==> src/rtl/vend_core_param_if.sv <==
// Dispenser and coin-hopper handshakes of the vending core.
// A transfer happens on every rising clock edge where valid and ready are both high; valid never waits on ready, payload stays stable while valid is high and ready is low, and ready may toggle freely.
interface vend_core_param_if #(
    parameter int ITEM_W = 3
);
    logic              vend_valid;
    logic [ITEM_W-1:0] vend_item;
    logic              vend_ready;
    logic              chg_valid;
    logic [2:0]        chg_coin;
    logic              chg_ready;

    modport master (
        output vend_valid, vend_item, chg_valid, chg_coin,
        input  vend_ready, chg_ready
    );

    modport slave (
        input  vend_valid, vend_item, chg_valid, chg_coin,
        output vend_ready, chg_ready
    );
endinterface

==> src/rtl/vend_core_param.sv <==
// Parametrised vending controller: coin crediting, item vend handshake,
// greedy change return and inactivity auto-refund. All outputs registered.
module vend_core_param #(
    parameter int                            NUM_ITEMS   = 8,
    parameter int                            ITEM_W      = 3,
    parameter int                            CREDIT_W    = 8,
    parameter logic [NUM_ITEMS*CREDIT_W-1:0] PRICES      = {8'd25, 8'd20, 8'd15, 8'd12,
                                                            8'd10, 8'd8,  8'd5,  8'd3},
    parameter int                            COIN_V0     = 1,
    parameter int                            COIN_V1     = 5,
    parameter int                            COIN_V2     = 10,
    parameter int                            CREDIT_MAX  = 99,
    parameter int                            TIMEOUT_CYC = 1500000000,
    parameter bit                            AUTO_CHANGE = 1'b1
) (
    input  logic                clk_50M,
    input  logic                reset,
    input  logic [2:0]          coin_in,
    input  logic                sel_valid,
    input  logic [ITEM_W-1:0]   sel_item,
    input  logic                cancel,
    vend_core_param_if.master   bus,
    output logic [CREDIT_W-1:0] credit,
    output logic                coin_reject,
    output logic                sel_err,
    output logic                busy,
    output logic [1:0]          state_dbg
);
    localparam int TW = $clog2(TIMEOUT_CYC) + 1;
    localparam logic [CREDIT_W-1:0] V0 = CREDIT_W'(COIN_V0);
    localparam logic [CREDIT_W-1:0] V1 = CREDIT_W'(COIN_V1);
    localparam logic [CREDIT_W-1:0] V2 = CREDIT_W'(COIN_V2);

    typedef enum logic [1:0] {S_IDLE, S_CREDIT, S_VEND, S_CHANGE} state_t;

    state_t              state_q, state_n;
    logic [CREDIT_W-1:0] credit_q, credit_n;
    logic                vend_valid_q, vend_valid_n;
    logic [ITEM_W-1:0]   vend_item_q, vend_item_n;
    logic                chg_valid_q, chg_valid_n;
    logic [2:0]          chg_coin_q, chg_coin_n;
    logic                coin_reject_q, coin_reject_n;
    logic                sel_err_q, sel_err_n;
    logic                busy_q, busy_n;
    logic [TW-1:0]       tmo_q, tmo_n;

    function automatic logic [CREDIT_W-1:0] coin_value(input logic [2:0] c);
        case (c)
            3'b001:  coin_value = V0;
            3'b010:  coin_value = V1;
            3'b100:  coin_value = V2;
            default: coin_value = '0;
        endcase
    endfunction

    // Largest denomination not exceeding the balance; ties keep the lower input.
    function automatic logic [2:0] greedy_coin(input logic [CREDIT_W-1:0] c);
        logic [CREDIT_W-1:0] best;
        best        = '0;
        greedy_coin = '0;
        if (V0 <= c && V0 > best) begin best = V0; greedy_coin = 3'b001; end
        if (V1 <= c && V1 > best) begin best = V1; greedy_coin = 3'b010; end
        if (V2 <= c && V2 > best) begin best = V2; greedy_coin = 3'b100; end
    endfunction

    function automatic logic [CREDIT_W-1:0] price_of(input logic [ITEM_W-1:0] idx);
        price_of = '0;
        for (int i = 0; i < NUM_ITEMS; i++)
            if (idx == ITEM_W'(i)) price_of = PRICES[i*CREDIT_W +: CREDIT_W];
    endfunction

    logic                coin_onehot, sel_ok, coin_ok;
    logic [CREDIT_W-1:0] coin_val, sel_price, coin_base, chg_left;
    logic [CREDIT_W:0]   coin_sum;

    assign coin_onehot = (coin_in == 3'b001) || (coin_in == 3'b010) || (coin_in == 3'b100);
    assign coin_val    = coin_value(coin_in);
    assign sel_price   = price_of(sel_item);
    assign sel_ok      = sel_valid && ({1'b0, sel_item} < (ITEM_W+1)'(NUM_ITEMS))
                         && (sel_price <= credit_q);
    // A coin riding along with an accepted select lands on the post-deduction balance.
    assign coin_base   = sel_ok ? credit_q - sel_price : credit_q;
    assign coin_sum    = {1'b0, coin_base} + {1'b0, coin_val};
    assign coin_ok     = coin_onehot && (coin_sum <= (CREDIT_W+1)'(CREDIT_MAX));
    assign chg_left    = credit_q - coin_value(chg_coin_q);

    always_comb begin
        state_n       = state_q;
        credit_n      = credit_q;
        vend_valid_n  = vend_valid_q;
        vend_item_n   = vend_item_q;
        chg_valid_n   = chg_valid_q;
        chg_coin_n    = chg_coin_q;
        coin_reject_n = 1'b0;
        sel_err_n     = 1'b0;
        tmo_n         = '0;
        case (state_q)
            S_IDLE, S_CREDIT: begin
                if (cancel) begin
                    coin_reject_n = |coin_in;
                    if (state_q == S_CREDIT) begin
                        state_n     = S_CHANGE;
                        chg_valid_n = 1'b1;
                        chg_coin_n  = greedy_coin(credit_q);
                    end
                end else if (sel_ok) begin
                    credit_n      = coin_ok ? coin_sum[CREDIT_W-1:0] : coin_base;
                    coin_reject_n = (|coin_in) && !coin_ok;
                    vend_item_n   = sel_item;
                    vend_valid_n  = 1'b1;
                    state_n       = S_VEND;
                end else begin
                    sel_err_n     = sel_valid;
                    coin_reject_n = (|coin_in) && !coin_ok;
                    if (coin_ok) credit_n = coin_sum[CREDIT_W-1:0];
                    state_n = (credit_n != '0) ? S_CREDIT : S_IDLE;
                    if (state_q == S_CREDIT && coin_in == 3'b000 && !sel_valid) begin
                        if (tmo_q == TW'(TIMEOUT_CYC - 1)) begin
                            state_n     = S_CHANGE;
                            chg_valid_n = 1'b1;
                            chg_coin_n  = greedy_coin(credit_q);
                        end else begin
                            tmo_n = tmo_q + 1'b1;
                        end
                    end
                end
            end
            S_VEND: begin
                coin_reject_n = |coin_in;
                if (bus.vend_ready) begin
                    vend_valid_n = 1'b0;
                    if (credit_q == '0) begin
                        state_n = S_IDLE;
                    end else if (AUTO_CHANGE) begin
                        state_n     = S_CHANGE;
                        chg_valid_n = 1'b1;
                        chg_coin_n  = greedy_coin(credit_q);
                    end else begin
                        state_n = S_CREDIT;
                    end
                end
            end
            S_CHANGE: begin
                coin_reject_n = |coin_in;
                if (bus.chg_ready) begin
                    credit_n   = chg_left;
                    chg_coin_n = greedy_coin(chg_left);
                    if (chg_left == '0) begin
                        state_n     = S_IDLE;
                        chg_valid_n = 1'b0;
                    end
                end
            end
            default: state_n = S_IDLE;
        endcase
        busy_n = (state_n == S_VEND) || (state_n == S_CHANGE);
    end

    always_ff @(posedge clk_50M or negedge reset) begin
        if (!reset) begin
            state_q       <= S_IDLE;
            credit_q      <= '0;
            vend_valid_q  <= 1'b0;
            vend_item_q   <= '0;
            chg_valid_q   <= 1'b0;
            chg_coin_q    <= '0;
            coin_reject_q <= 1'b0;
            sel_err_q     <= 1'b0;
            busy_q        <= 1'b0;
            tmo_q         <= '0;
        end else begin
            state_q       <= state_n;
            credit_q      <= credit_n;
            vend_valid_q  <= vend_valid_n;
            vend_item_q   <= vend_item_n;
            chg_valid_q   <= chg_valid_n;
            chg_coin_q    <= chg_coin_n;
            coin_reject_q <= coin_reject_n;
            sel_err_q     <= sel_err_n;
            busy_q        <= busy_n;
            tmo_q         <= tmo_n;
        end
    end

    assign bus.vend_valid = vend_valid_q;
    assign bus.vend_item  = vend_item_q;
    assign bus.chg_valid  = chg_valid_q;
    assign bus.chg_coin   = chg_coin_q;
    assign credit         = credit_q;
    assign coin_reject    = coin_reject_q;
    assign sel_err        = sel_err_q;
    assign busy           = busy_q;
    assign state_dbg      = state_q;
endmodule
==> src/flat_wrapper.sv <==
// flat-port wrapper written by rule: the top's interface ports become plain ports
module vend_core_param_flat 
#(
    parameter int                            NUM_ITEMS   = 8,
    parameter int                            ITEM_W      = 3,
    parameter int                            CREDIT_W    = 8,
    parameter logic [NUM_ITEMS*CREDIT_W-1:0] PRICES      = {8'd25, 8'd20, 8'd15, 8'd12,
                                                            8'd10, 8'd8,  8'd5,  8'd3},
    parameter int                            COIN_V0     = 1,
    parameter int                            COIN_V1     = 5,
    parameter int                            COIN_V2     = 10,
    parameter int                            CREDIT_MAX  = 99,
    parameter int                            TIMEOUT_CYC = 1500000000,
    parameter bit                            AUTO_CHANGE = 1'b1
)
  (clk_50M, reset, coin_in, sel_valid, sel_item, cancel, credit, coin_reject, sel_err, busy, state_dbg, bus_vend_valid, bus_vend_item, bus_chg_valid, bus_chg_coin, bus_vend_ready, bus_chg_ready);
  vend_core_param_if #(.ITEM_W(ITEM_W)) bus_i ();
  input  logic clk_50M;
  input  logic reset;
  input  logic [2:0] coin_in;
  input  logic sel_valid;
  input  logic [ITEM_W-1:0] sel_item;
  input  logic cancel;
  output logic [CREDIT_W-1:0] credit;
  output logic coin_reject;
  output logic sel_err;
  output logic busy;
  output logic [1:0] state_dbg;
  output wire logic [$bits(bus_i.vend_valid)-1:0] bus_vend_valid;
  output wire logic [$bits(bus_i.vend_item)-1:0] bus_vend_item;
  output wire logic [$bits(bus_i.chg_valid)-1:0] bus_chg_valid;
  output wire logic [$bits(bus_i.chg_coin)-1:0] bus_chg_coin;
  input wire logic [$bits(bus_i.vend_ready)-1:0] bus_vend_ready;
  input wire logic [$bits(bus_i.chg_ready)-1:0] bus_chg_ready;
  assign bus_vend_valid = bus_i.vend_valid;
  assign bus_vend_item = bus_i.vend_item;
  assign bus_chg_valid = bus_i.chg_valid;
  assign bus_chg_coin = bus_i.chg_coin;
  assign bus_i.vend_ready = bus_vend_ready;
  assign bus_i.chg_ready = bus_chg_ready;
  vend_core_param #(.NUM_ITEMS(NUM_ITEMS), .ITEM_W(ITEM_W), .CREDIT_W(CREDIT_W), .PRICES(PRICES), .COIN_V0(COIN_V0), .COIN_V1(COIN_V1), .COIN_V2(COIN_V2), .CREDIT_MAX(CREDIT_MAX), .TIMEOUT_CYC(TIMEOUT_CYC), .AUTO_CHANGE(AUTO_CHANGE)) u_core (.clk_50M(clk_50M), .reset(reset), .coin_in(coin_in), .sel_valid(sel_valid), .sel_item(sel_item), .cancel(cancel), .bus(bus_i), .credit(credit), .coin_reject(coin_reject), .sel_err(sel_err), .busy(busy), .state_dbg(state_dbg));
endmodule
==> config.mk <==
export PLATFORM = sky130hd
export DESIGN_NAME = vend_core_param_flat
export DESIGN_NICKNAME = d
export VERILOG_FILES = /design/src/rtl/vend_core_param_if.sv /design/src/rtl/vend_core_param.sv /design/src/flat_wrapper.sv
export SDC_FILE = /design/constraint.sdc
export NUM_CORES = 1
export LEC_CHECK = 0
export ABC_CLOCK_PERIOD_IN_PS = 10100
export BUFFER_PORTS_ARGS = -buffer_cell sky130_fd_sc_hd__buf_2
export CAP_MARGIN = 20
export CELL_PAD_IN_SITES_DETAIL_PLACEMENT = 1
export CELL_PAD_IN_SITES_GLOBAL_PLACEMENT = 2
export CORE_MARGIN = 2
export CORE_UTILIZATION = 40
export CTS_CLUSTER_SIZE = 12
export DETAILED_ROUTE_END_ITERATION = 8
export PLACE_DENSITY_LB_ADDON = 0.1
export RECOVER_POWER = 50
export SETUP_SLACK_MARGIN = 0.3
export SLEW_MARGIN = 20
export SYNTH_ARGS = -nofsm -noshare
export SYNTH_HDL_FRONTEND = slang
export SYNTH_SLANG_ARGS = --single-unit
==> constraint.sdc <==
create_clock -name clk_50M -period 10.1 [get_ports clk_50M]
set_input_delay 2.02 -clock clk_50M [delete_from_list [all_inputs] [get_ports clk_50M]]
set_output_delay 2.02 -clock clk_50M [all_outputs]
set_load 0.01 [all_outputs]
---- After elaboration in Yosys (flattened, before gate mapping) ----
Cells that the tools add are included.
word-level totals
  bits of input ports ..................... 12
  logic and storage cells ................. 200
  output and inout port bits .............. 21
  bits in registers ....................... 53
operators by class
  reductions and logical operators ........ 34
  add/sub/neg operators ................... 4
  $lt $le $gt $ge ......................... 16
  multiplexer cells ....................... 106
  equality and inequality tests ........... 29
  bitwise gates (word level) .............. 1
operators with widths
  cell                                                                              number
  8-bit two-way mux                                                                 46
  32-bit two-way mux                                                                5
  3-bit two-way mux                                                                 14
  32-bit by 1-bit adder with 32-bit output, second input constant                   1
  32-bit by 31-bit equality test with 1-bit output, second input constant           1
  3-bit by 8-bit > comparator with 1-bit output, first input constant               4
  4-bit by 8-bit > comparator with 1-bit output, first input constant               4
  2-bit two-way mux                                                                 12
  4-bit case mux with 3 select lines                                                2
  1-bit two-way mux                                                                 21
  3-bit equality test, second input constant                                        6
  1-bit by 8-bit less-or-equal comparator with 1-bit output, first input constant   2
  3-bit by 8-bit less-or-equal comparator with 1-bit output, first input constant   2
  4-bit by 8-bit less-or-equal comparator with 1-bit output, first input constant   2
  8-bit zero test                                                                   2
  8-bit case mux with 2 select lines                                                1
  1-bit logical AND                                                                 13
  3-bit by 2-bit equality test with 1-bit output, second input constant             4
  8-bit by 4-bit adder with 9-bit output                                            1
  3-bit by 1-bit equality test with 1-bit output, second input constant             3
  9-bit by 7-bit less-or-equal comparator with 1-bit output, second input constant  1
  3-bit by 2-bit != test with 1-bit output, second input constant                   3
  3-bit case mux with 3 select lines                                                1
  2-bit equality test, second input constant                                        4
  23 further kinds                                                                  35

---- Longest topological paths before layout ----
Gate-level depths: netlist (run 1).
  depth in word-level cells ............... 30
  depth in mapped cells ................... 24
  gate-level depth less buffers ........... 22

---- Worst setup path after synthesis (run 1) ----
Ideal clock, no wire load.
  path type ............................... in2reg
  from .................................... input port sel_item[2]
  to ...................................... register u_core.state_q[0] (netlist: u_core.state_dbg[0])
  setup slack ............................. 3.302 ns
  setup time .............................. 0.127 ns
  data required time ...................... 9.973 ns
  path buffers ............................ 1
  data arrival time ....................... 6.671 ns
  stages .................................. 21
  cells stage by stage .................... or2_2 > nand2_1 > ha_1 > inv_1 > fa_1 > a211oi_2 > nor3b_2 > or2_2 > o21ai_0 > clkbuf_1 > o21ai_0 > ha_1 > fa_1 > a21o_1 > a21o_1 > xnor2_1 > or3_1 > or4b_1 > mux2_2 > o211ai_1 > nand3_1
on the way
  cells in the longest elaborated chain, start to end .. 26
  elaborated cells on any way between the ends .. 34
  those cells by class .................... add/sub: 2; order compare: 2; eq/ne: 7; mux: 19; reduce/logical: 4
RTL lines
  element                                 RTL line                source
  from (decl)                             flat_wrapper.sv:22      input logic [ITEM_W-1:0] sel_item;
  3-bit zero test                         vend_core_param.sv:69   if (idx == ITEM_W'(i)) price_of = PRICES[i*CREDIT_W +: CREDIT_W];
  2-bit two-way mux                       vend_core_param.sv:69
  8-bit two-way mux (6 in series)         vend_core_param.sv:69
  8-bit two-way mux *                     vend_core_param.sv:69
  8-bit less-or-equal comparator          vend_core_param.sv:80   && (sel_price <= credit_q);
  1-bit logical AND                       vend_core_param.sv:80
  8-bit two-way mux                       vend_core_param.sv:82   assign coin_base = sel_ok ? credit_q - sel_price : credit_q;
  8-bit by 4-bit adder with 9-bit output  vend_core_param.sv:83   assign coin_sum = {1'b0, coin_base} + {1'b0, coin_val};
  [... 6 more ...]                        --
  8-bit nonzero test                      vend_core_param.sv:116  state_n = (credit_n != '0) ? S_CREDIT : S_IDLE;
  1-bit two-way mux                       vend_core_param.sv:116
  2-bit two-way mux                       vend_core_param.sv:118  if (tmo_q == TW'(TIMEOUT_CYC - 1)) begin
  2-bit two-way mux                       vend_core_param.sv:117  if (state_q == S_CREDIT && coin_in == 3'b000 && !sel_valid) begin
  2-bit two-way mux *                     vend_core_param.sv:106  end else if (sel_ok) begin
  2-bit two-way mux *                     vend_core_param.sv:99   if (cancel) begin
  2-bit case mux with 3 select lines *    vend_core_param.sv:97   case (state_q)
  via u_core.state_n[0]                   vend_core_param.sv:36   state_t state_q, state_n;
  to (signal assigned)                    vend_core_param.sv:172  state_q <= state_n;
  to (decl)                               vend_core_param.sv:36
Mark *: on every way through the listed nets, which the timed path passes. The rest lies on a longest branch. The select of a mux whose other input is x is not followed.
A chain may end at the register's enable or synchronous reset.

---- Worst setup path after layout (run 1) ----
Ends and elaborated chain as after synthesis.

==> summary by stage, run 1 <==
Timing
The post-route fraction of the period consumed by the critical path is 0.754. After routing, the total negative slack on setup checks comes to 0 ns. Setup repair after global routing left no endpoint under its margin. The worst path needs 7.62 ns of the cycle, external delays included. Headroom to the max-slew limit came out at -1.01. The max-slew violation count is 54. The highest attainable clock frequency is 131 MHz. The count of final hold-check violations is 0. The worst-case hold slack is 0.513 ns. For the pin with the worst max-slew slack, the measured transition is 3.02 ns.

Between clock sinks in the finished design, the worst skew comes to 0.00552 ns. The post-layout worst setup margin is 2.48 ns. Setup violations remaining at the end of the flow were counted as 0.

Final layout
The net count of the finished layout is 474. Relative to the synthesized area, the layout overhead comes to 9.36%. The repair_antennas step left the layout with diodes totalling 0. The fraction of final layout cells sized beyond drive strength 1 is 0.108. The final cell count without fillers is 552.

Flow run
The max capacitance violation total is 1.

Critical path
The required time at the worst-slack endpoint is 10.29 ns. The startpoint identified for the worst register-to-register timing path is u_core.credit[0]. The number of cells traversed by the worst register-to-register path is 19.

STA classifies the critical path endpoint as a register. The launch point of the worst path is sel_item[2]. The critical path's slowest cell is sky130_fd_sc_hd__a311oi_2. The worst setup path is launched from a primary input. The highest net fanout along the worst path is 11. The buffering stage count on the worst path with inverters included is 2. The kind of critical path is primary input to register. The cell depth of the worst setup path is 21. The worst stage delay on the critical path is 0.86 ns. The family with the most delay on the worst path is compound AO/OA/AOI/OAI gates. The critical path data arrival time is 7.81 ns.

The setup slack of the most critical reg-to-reg path is 4.05 ns. The critical path goes through buf_2 > or2_2 > nand2_1 > ha_1 > inv_1 > fa_1 > a211oi_2 > nor3b_2 > or2_2 > o21ai_1 > o21ai_0 > ha_1 > fa_1 > a21o_1 > a21o_1 > xnor2_1 > or3_1 > a311oi_2 > mux2_2 > o211ai_1 > nand3_1. The terminus of the critical flop-to-flop path is u_core.state_dbg[0]. The end point of the critical path is u_core.state_dbg[0].

Routing
The total number of vias is 3080. The remaining antenna violation count after routing is 0. The average routed wire per standard cell is 17.1 um. In the routed layout, each cell is associated on average with a via count of 5.58. After the first detailed-routing iteration, the DRC count stood at 69. The final wirelength is 9440 um. The post-route DRC violation count is 0.

The pre-antenna-repair detailed-routing pass consisted of 4 iterations.

Floorplanning
The area of the core is 8810 um^2. The die boundary height is 99.7 um. The initial utilization of the core area, before any placement, comes to 0.416.

The total die area is 9930 um^2. Measured along the x axis, the die boundary spans 99.7 um. The floorplan has 34 rows.

The top-level port count is 33.

Power
The completed layout was analyzed and its total power is 1.02 mW. VDD sags by at most 0.127 mV. Cell internal power was estimated by the tool at 0.554 mW. Summed over all cells, the static leakage comes to 1.68 nW. Of the total power, the share spent switching nets is 0.455. Of the total power, the clock network draws 0.143. The power density normalized to cell area is 254 nW/um^2. In this run the power spent charging and discharging nets is 0.463 mW. The share of power burned in combinational logic is 0.556. The portion of total power attributed to sequential cells is 0.301.

Status
The flow ran to the end, but the final reports show violations. The checks that failed: max-capacitance violations, max-slew violations.

Clocking
The number of buffers added for setup after CTS is 0. The longest clock path from root to sink contains 2 buffers. The TritonCTS clock tree is done. The number of hold buffers added after cts is 0.

The clock buffer count from CTS is 5. After clock tree synthesis, the clock-pin slew on the worst setup and hold paths is 0.10 ns. The clock tree synthesis step divided the H-tree into 2 levels. The clock drives 53 sinks.

The clock tree root buffer cell is sky130_fd_sc_hd__clkbuf_8. The count of instances resized after the clock tree is built is 0. The clock latency reported for the late side of the worst-skew pair is 0.31 ns.

Global route
The total global-route track usage is 0.200. The number of antenna violations at the first check in global routing is 0. After global routing the overflow that remains totals 0. The first global-routing pass estimated 16200 um of wire. Entering global routing, the biggest net connects 54 pins.

The via count of the first global-routing pass is 3289.

Place
The placement-stage worst setup slack is 1.81 ns. Detailed placement finished with a half-perimeter wire length of 7110 um. The number of buffer cells added on primary ports is 32. The congestion estimate from routability-driven global placement came to 0.813. The placed instance count is 545.

Yosys
The distinct cell type count of the synthesized netlist is 58. The number of storage elements in the synthesis netlist is 53. Synthesis produced a netlist with a net count of 446. The synthesized instance count is 416.

A synthesized cell averages 8.80 um^2. The area of the mapped netlist is 3660 um^2. The sequential cell area fraction in the yosys report is 0.362.

The synthesis warning total is 0. The prevailing post-synth register cell is sky130_fd_sc_hd__dfrtp_1. Counting flops with a built-in enable in the synthesized netlist gives 0. The share of flip-flops with an asynchronous set or reset after synthesis is 1.00.

Worst hold path
The path class of the tightest hold or removal check is register to register.
## synthesized netlist by cell type (all sizes together), types with 6 or more instances
library cell	count	area, um^2
nand3	21	105
dfrtp	53	1330
nor2b	10	62.6
inv	11	41.3
mux2i	7	70.1
a21oi	15	78.8
and3	12	75.1
ha	15	188
clkbuf	11	41.3
a21o	6	45.0
xor2	28	245
o21ai	26	130
nor2	57	214
mux2	8	90.1
xnor2	18	158
nand2	35	131
## power groups by stage
stage          Combinational, mW  Sequential (mW)  Clock (mW)
2_1_floorplan              0.426            0.291           0
3_3_place_gp               0.558            0.310           0
3_5_place_dp               0.569            0.310           0
4_1_cts                    0.574            0.306       0.150
5_1_grt                    0.637            0.314       0.159
6_report                   0.565            0.306       0.145
## placed cells by master (no fill, tap or decap), types with 5 or more instances in the layout
master / instances
sky130_fd_sc_hd__nor2_1: 57
sky130_fd_sc_hd__dfrtp_1: 53
sky130_fd_sc_hd__nand2_1: 35
sky130_fd_sc_hd__xor2_1: 28
sky130_fd_sc_hd__o21ai_0: 24
sky130_fd_sc_hd__buf_2: 22
sky130_fd_sc_hd__nand3_1: 21
sky130_fd_sc_hd__xnor2_1: 18
sky130_fd_sc_hd__ha_1: 15
sky130_fd_sc_hd__a21oi_1: 14
sky130_fd_sc_hd__and3_1: 12
sky130_fd_sc_hd__inv_1: 11
sky130_fd_sc_hd__clkbuf_1: 11
sky130_fd_sc_hd__nor2b_1: 10
sky130_fd_sc_hd__mux2_2: 8
sky130_fd_sc_hd__mux2i_1: 7
sky130_fd_sc_hd__a21o_1: 6
sky130_fd_sc_hd__nor3_1: 5
sky130_fd_sc_hd__nand2b_1: 5
sky130_fd_sc_hd__nor4_1: 5
sky130_fd_sc_hd__clkbuf_8: 5
## flip-flops by register name, indices dropped and copies added, names as in the netlist
register	cells
u_core.sel_err	1
u_core.coin_reject	1
u_core.busy	1
u_core.bus.chg_valid	1
u_core.bus.chg_coin	3
u_core.tmo_q	32
u_core.bus.vend_valid	1
u_core.credit	8
u_core.bus.vend_item	3
u_core.state_dbg	2
## area by class of cell
class | count | area (um^2)
fillers | 1083 | 4800
multi-input cells | 340 | 2250
flip-flops and latches | 53 | 1330
repair buffers | 33 | 151
well taps | 108 | 135
clock buffers | 5 | 68.8
inverters | 11 | 41.3
clock inverters | 2 | 35.0
## through the flow
step / util / area (um^2)
after floorplan: - / 3660
after global placement: 0.445 / 3920
after detailed placement: 0.445 / 3920
after CTS: 0.456 / 4020
after global routing: 0.455 / 4000
final: 0.455 / 4000
## worst min-delay path: cells and delay by family, from the launching register on
family             cells  cell delay (ns)
DFF                    1             0.37
and+or+nand+nor        1             0.05
AOI/OAI and AO/OA      1             0.06
## metal layers
| layer | part of all wire | wire, um | up-vias | global-route usage |
|---|---|---|---|---|
| met5 | 0 | 0 | - | 0 |
| met4 | 0.0073 | 69 | 0 | 0.0421 |
| met3 | 0.019 | 180 | 7 | 0.0246 |
| met2 | 0.52 | 4880 | 25 | 0.369 |
| met1 | 0.46 | 4300 | 1530 | 0.251 |
| li1 | - | - | 1518 | - |
## worst min-delay path by stage
stage | start | to | cells past startpoint
finish | u_core.bus.vend_item[0] | u_core.bus.vend_item[0] | 2
global route | u_core.bus.vend_item[0] | u_core.bus.vend_item[0] | 2
CTS | u_core.bus.vend_item[2] | u_core.bus.vend_item[2] | 1
detailed placement | u_core.bus.vend_item[2] | u_core.bus.vend_item[2] | 1
global placement | u_core.bus.vend_item[0] | u_core.bus.vend_item[0] | 2
floorplan | u_core.tmo_q[0] | u_core.tmo_q[0] | 1
## cell families after synthesis
group / after synthesis / synth area share
AND/OR/NAND/NOR: 184 / 0.253
buffers and inverters: 23 / 0.0246
multiplexers: 15 / 0.0437
flip-flops: 53 / 0.362
AO/OA/AOI/OAI: 77 / 0.138
adder cells (fa/ha/maj): 18 / 0.0677
XOR/XNOR: 46 / 0.110
Note: power is estimated with default switching activity, not from simulation.
==> run 2, diff against run 1 <==
ABC_AREA = 1   (was unset)
ABC_CLOCK_PERIOD_IN_PS = 7150   (was 10100)
CORE_UTILIZATION = 34   (was 40)
clock period = 7.15 ns   (was 10.1 ns; I/O delays follow)
==> summary by stage, run 2 <==
Status
The run finished, with violations left. The checks that failed: max-capacitance violations, max-slew violations.

Global route
The global-route wire length before repair is 19800 um. The total global-route track usage is 0.198. Global routing finished with a remaining overflow of 0. The pin count of the biggest net entering global routing is 54. The number of antenna violations at the first check in global routing is 0.

The via count of the first global-routing pass came to 3978.

Final layout
The post-route cell area is 4420 um^2. The multi-input combinational cells in the finished layout cover a total of 2300 um^2. u_core.tmo_q holds more flip-flops than any other register.

Registers take 1330 um^2. The number of flip-flops in the largest register is 32. In the layout the commonest cells are 129 x sky130_fd_sc_hd__nand2_1, 76 x sky130_fd_sc_hd__inv_1, 75 x sky130_fd_sc_hd__nor2_1, 53 x sky130_fd_sc_hd__dfrtp_1, 39 x sky130_fd_sc_hd__nand3_1. The fraction of final layout cells sized beyond drive strength 1 is 0.101. The antenna diode count is 0. For this run, the post-layout net count is 631.

The library cell used most frequently in the layout, excluding fill and tap cells, is sky130_fd_sc_hd__nand2_1. The total of fill cells in the finished design is 1504. Relative to the synthesized area, the layout overhead comes to 11.6%.

Floorplanning
The initial cell density of the core is 0.347. The die boundary height is 112 um. The core region is 11400 um^2. For this design the top-level I/O count stands at 33.

The site row count is 39. The die covers 12500 um^2. The chip width is 112 um.

Power
For this design the ratio of total power to cell area is 387 nW/um^2. Of the total power, the clock network draws 0.147. The switching share of total power is 0.520. Of the total power, combinational logic draws 0.598. The portion of total power attributed to sequential cells is 0.255. The overall power after layout is 1.71 mW.

For this design the static power due to leakage is 2.07 nW. The peak supply drop is 0.172 mV. The power spent charging and discharging nets is 0.888 mW. The internal power summed over all cells is 0.821 mW.

Timing
Setup repair after global routing left no endpoint under its margin. The worst clock skew is 0.0111 ns. The highest attainable clock frequency is 187 MHz.

The count of final hold-check violations is 0. Hold is met by 0.465 ns. The post-layout worst setup margin is 1.81 ns. The time the worst path needs with I/O delays and setup is 5.34 ns. Setup violations remaining at the end of the flow were counted as 0. At the pin with the least slew margin, the transition time is 3.04 ns. The sum of negative setup slack is 0 ns. The post-route fraction of the period consumed by the critical path is 0.747.

The max-slew violation count was 54. In this run the tightest slew margin relative to its limit is -1.03.

Yosys
The cell with the most instances after synthesis is sky130_fd_sc_hd__nand2_1. Synthesis produced a netlist whose cell count is 565. The prevailing post-synth register cell is sky130_fd_sc_hd__dfrtp_1. The number of storage elements in the synthesis netlist is 53.

The synthesis warning total is 0. A synthesized cell averages 7.01 um^2. Counting flops with a built-in enable in the synthesized netlist gives 0. The largest area contributor in the synthesized netlist is sky130_fd_sc_hd__dfrtp_1.

The sequential cell area fraction in the yosys report is 0.335. In the post-synthesis netlist, the biggest area contributors are sky130_fd_sc_hd__dfrtp_1 33%, sky130_fd_sc_hd__nand2_1 12%, sky130_fd_sc_hd__inv_1 7.2%. The share of synthesized area in the top cell type comes to 0.335. The synthesized netlist occupies a cell area of 3960 um^2. The commonest cells after synthesis are 129 x sky130_fd_sc_hd__nand2_1, 76 x sky130_fd_sc_hd__inv_1, 75 x sky130_fd_sc_hd__nor2_1, 53 x sky130_fd_sc_hd__dfrtp_1, 39 x sky130_fd_sc_hd__nand3_1. For this run, asynchronously set or reset flops after synthesis account for 1.00. After synthesis, the netlist uses 41 different library cells. The net count after synthesis is 595.

Routing
The detail route stage leaves a number of antenna-violating nets equal to 0. After detailed routing, the average wire length per cell comes to 16.1 um. Summing over every cut layer, the via total after detailed routing is 3787. The ratio of routed vias to standard cells is 5.08. Wires add up to 12000 um. The number of DRC violations after detailed-routing iteration 0 is 117. In the routed design, unresolved DRC markers number 0. The count of TritonRoute iterations in the first routing pass is 4.

Clocking
The number of buffers added for setup after CTS is 0. The clock latency reported for the late side of the worst-skew pair is 0.31 ns. Counting the buffers created by CTS gives 5. The total clock sinks is 53. The clock transition at the register clock pins on the worst setup and hold paths after CTS is 0.07 ns. Counting along the longest clock path gives a buffer depth of 2.

The number of hold buffers added after cts is 0. The total number of H-tree levels is 2. The count of instances resized after the clock tree is built is 0. The TritonCTS clock tree is done.

The clock tree root buffer cell is sky130_fd_sc_hd__clkbuf_16.

Flow run
The max capacitance violation total is 1.

Place
Input and output buffers added on the ports amount to 32. The placed instances occupy a cell area of 4290 um^2. The placer congestion estimate is 0.824.

Timing analysis after detailed placement gives a worst setup slack of 1.54 ns. The post-DP HPWL is 9430 um.

Critical path
The setup slack of the most critical reg-to-reg path is 2.70 ns. The worst setup path is captured at a register. The most numerous cell on the critical path is sky130_fd_sc_hd__nand2_1. Of all nets on the critical path, the largest fanout is 15. STA classifies the critical path startpoint as a primary input. For the worst setup path, the data required time is 7.33 ns. The kind of critical path is primary input to register. The critical path's slowest cell is sky130_fd_sc_hd__o21ai_0.

The worst stage delay on the critical path is 0.45 ns. The critical path data arrival time is 5.52 ns.

Worst hold path
The path class of the lowest-slack min-delay path is register to register.
[run 2: area by class of cell]
type,instances,share of cell area
Clock inverter,3,0.00509
Multi-Input combinational cell,425,0.521
Inverter,82,0.0696
Clock buffer,5,0.0283
Sequential cell,53,0.300
Timing Repair Buffer,34,0.0359
Tap cell,143,0.0405
[run 2: layer usage]
metal	routed length, um	track usage	up-vias
met5	0	0	-
met4	243	0.0683	0
met3	303	0.0359	17
met2	6190	0.361	46
met1	5240	0.233	1816
li1	-	-	1908
[run 2: final timing paths]
| kind | cells past startpoint | to | start |
|---|---|---|---|
| min in group asynchronous | 2 | u_core.tmo_q[6] | reset |
| hold reg to reg | 1 | u_core.tmo_q[0] | u_core.tmo_q[0] |
| max in group asynchronous | 2 | u_core.tmo_q[16] | reset |
| setup / recovery | 31 | u_core.state_dbg[0] | sel_item[2] |
| hold / removal | 1 | u_core.tmo_q[0] | u_core.tmo_q[0] |
| setup reg to reg | 28 | u_core.state_dbg[0] | u_core.credit[0] |
[run 2: critical path, delay by kind of cell]
kind            cells  cell delay, ns
buf+inv             4            0.33
xor+xnor            1            0.17
simple gates       19            1.93
fa+ha+maj           3            0.95
compound gates      4            0.73
[run 2: cell families after synthesis]
family	share of synthesized area
flops	0.335
xor+xnor	0.0502
fa+ha+maj	0.0625
compound gates	0.104
buf+inv	0.0843
simple gates	0.364
[run 2: power groups by stage]
stage | clock (mW) | combinational, mW | sequential, mW
2_1_floorplan | 0 | 0.713 | 0.437
3_3_place_gp | 0 | 1.01 | 0.438
3_5_place_dp | 0 | 1.03 | 0.441
4_1_cts | 0.264 | 1.04 | 0.436
5_1_grt | 0.274 | 1.15 | 0.445
6_report | 0.251 | 1.02 | 0.436
[run 2: metrics by stage]
step / util / instances
floorplan: - / 565
global placement: 0.376 / 737
detailed placement: 0.376 / 737
CTS: 0.389 / 745
global route: 0.387 / 745
finish: 0.387 / 745
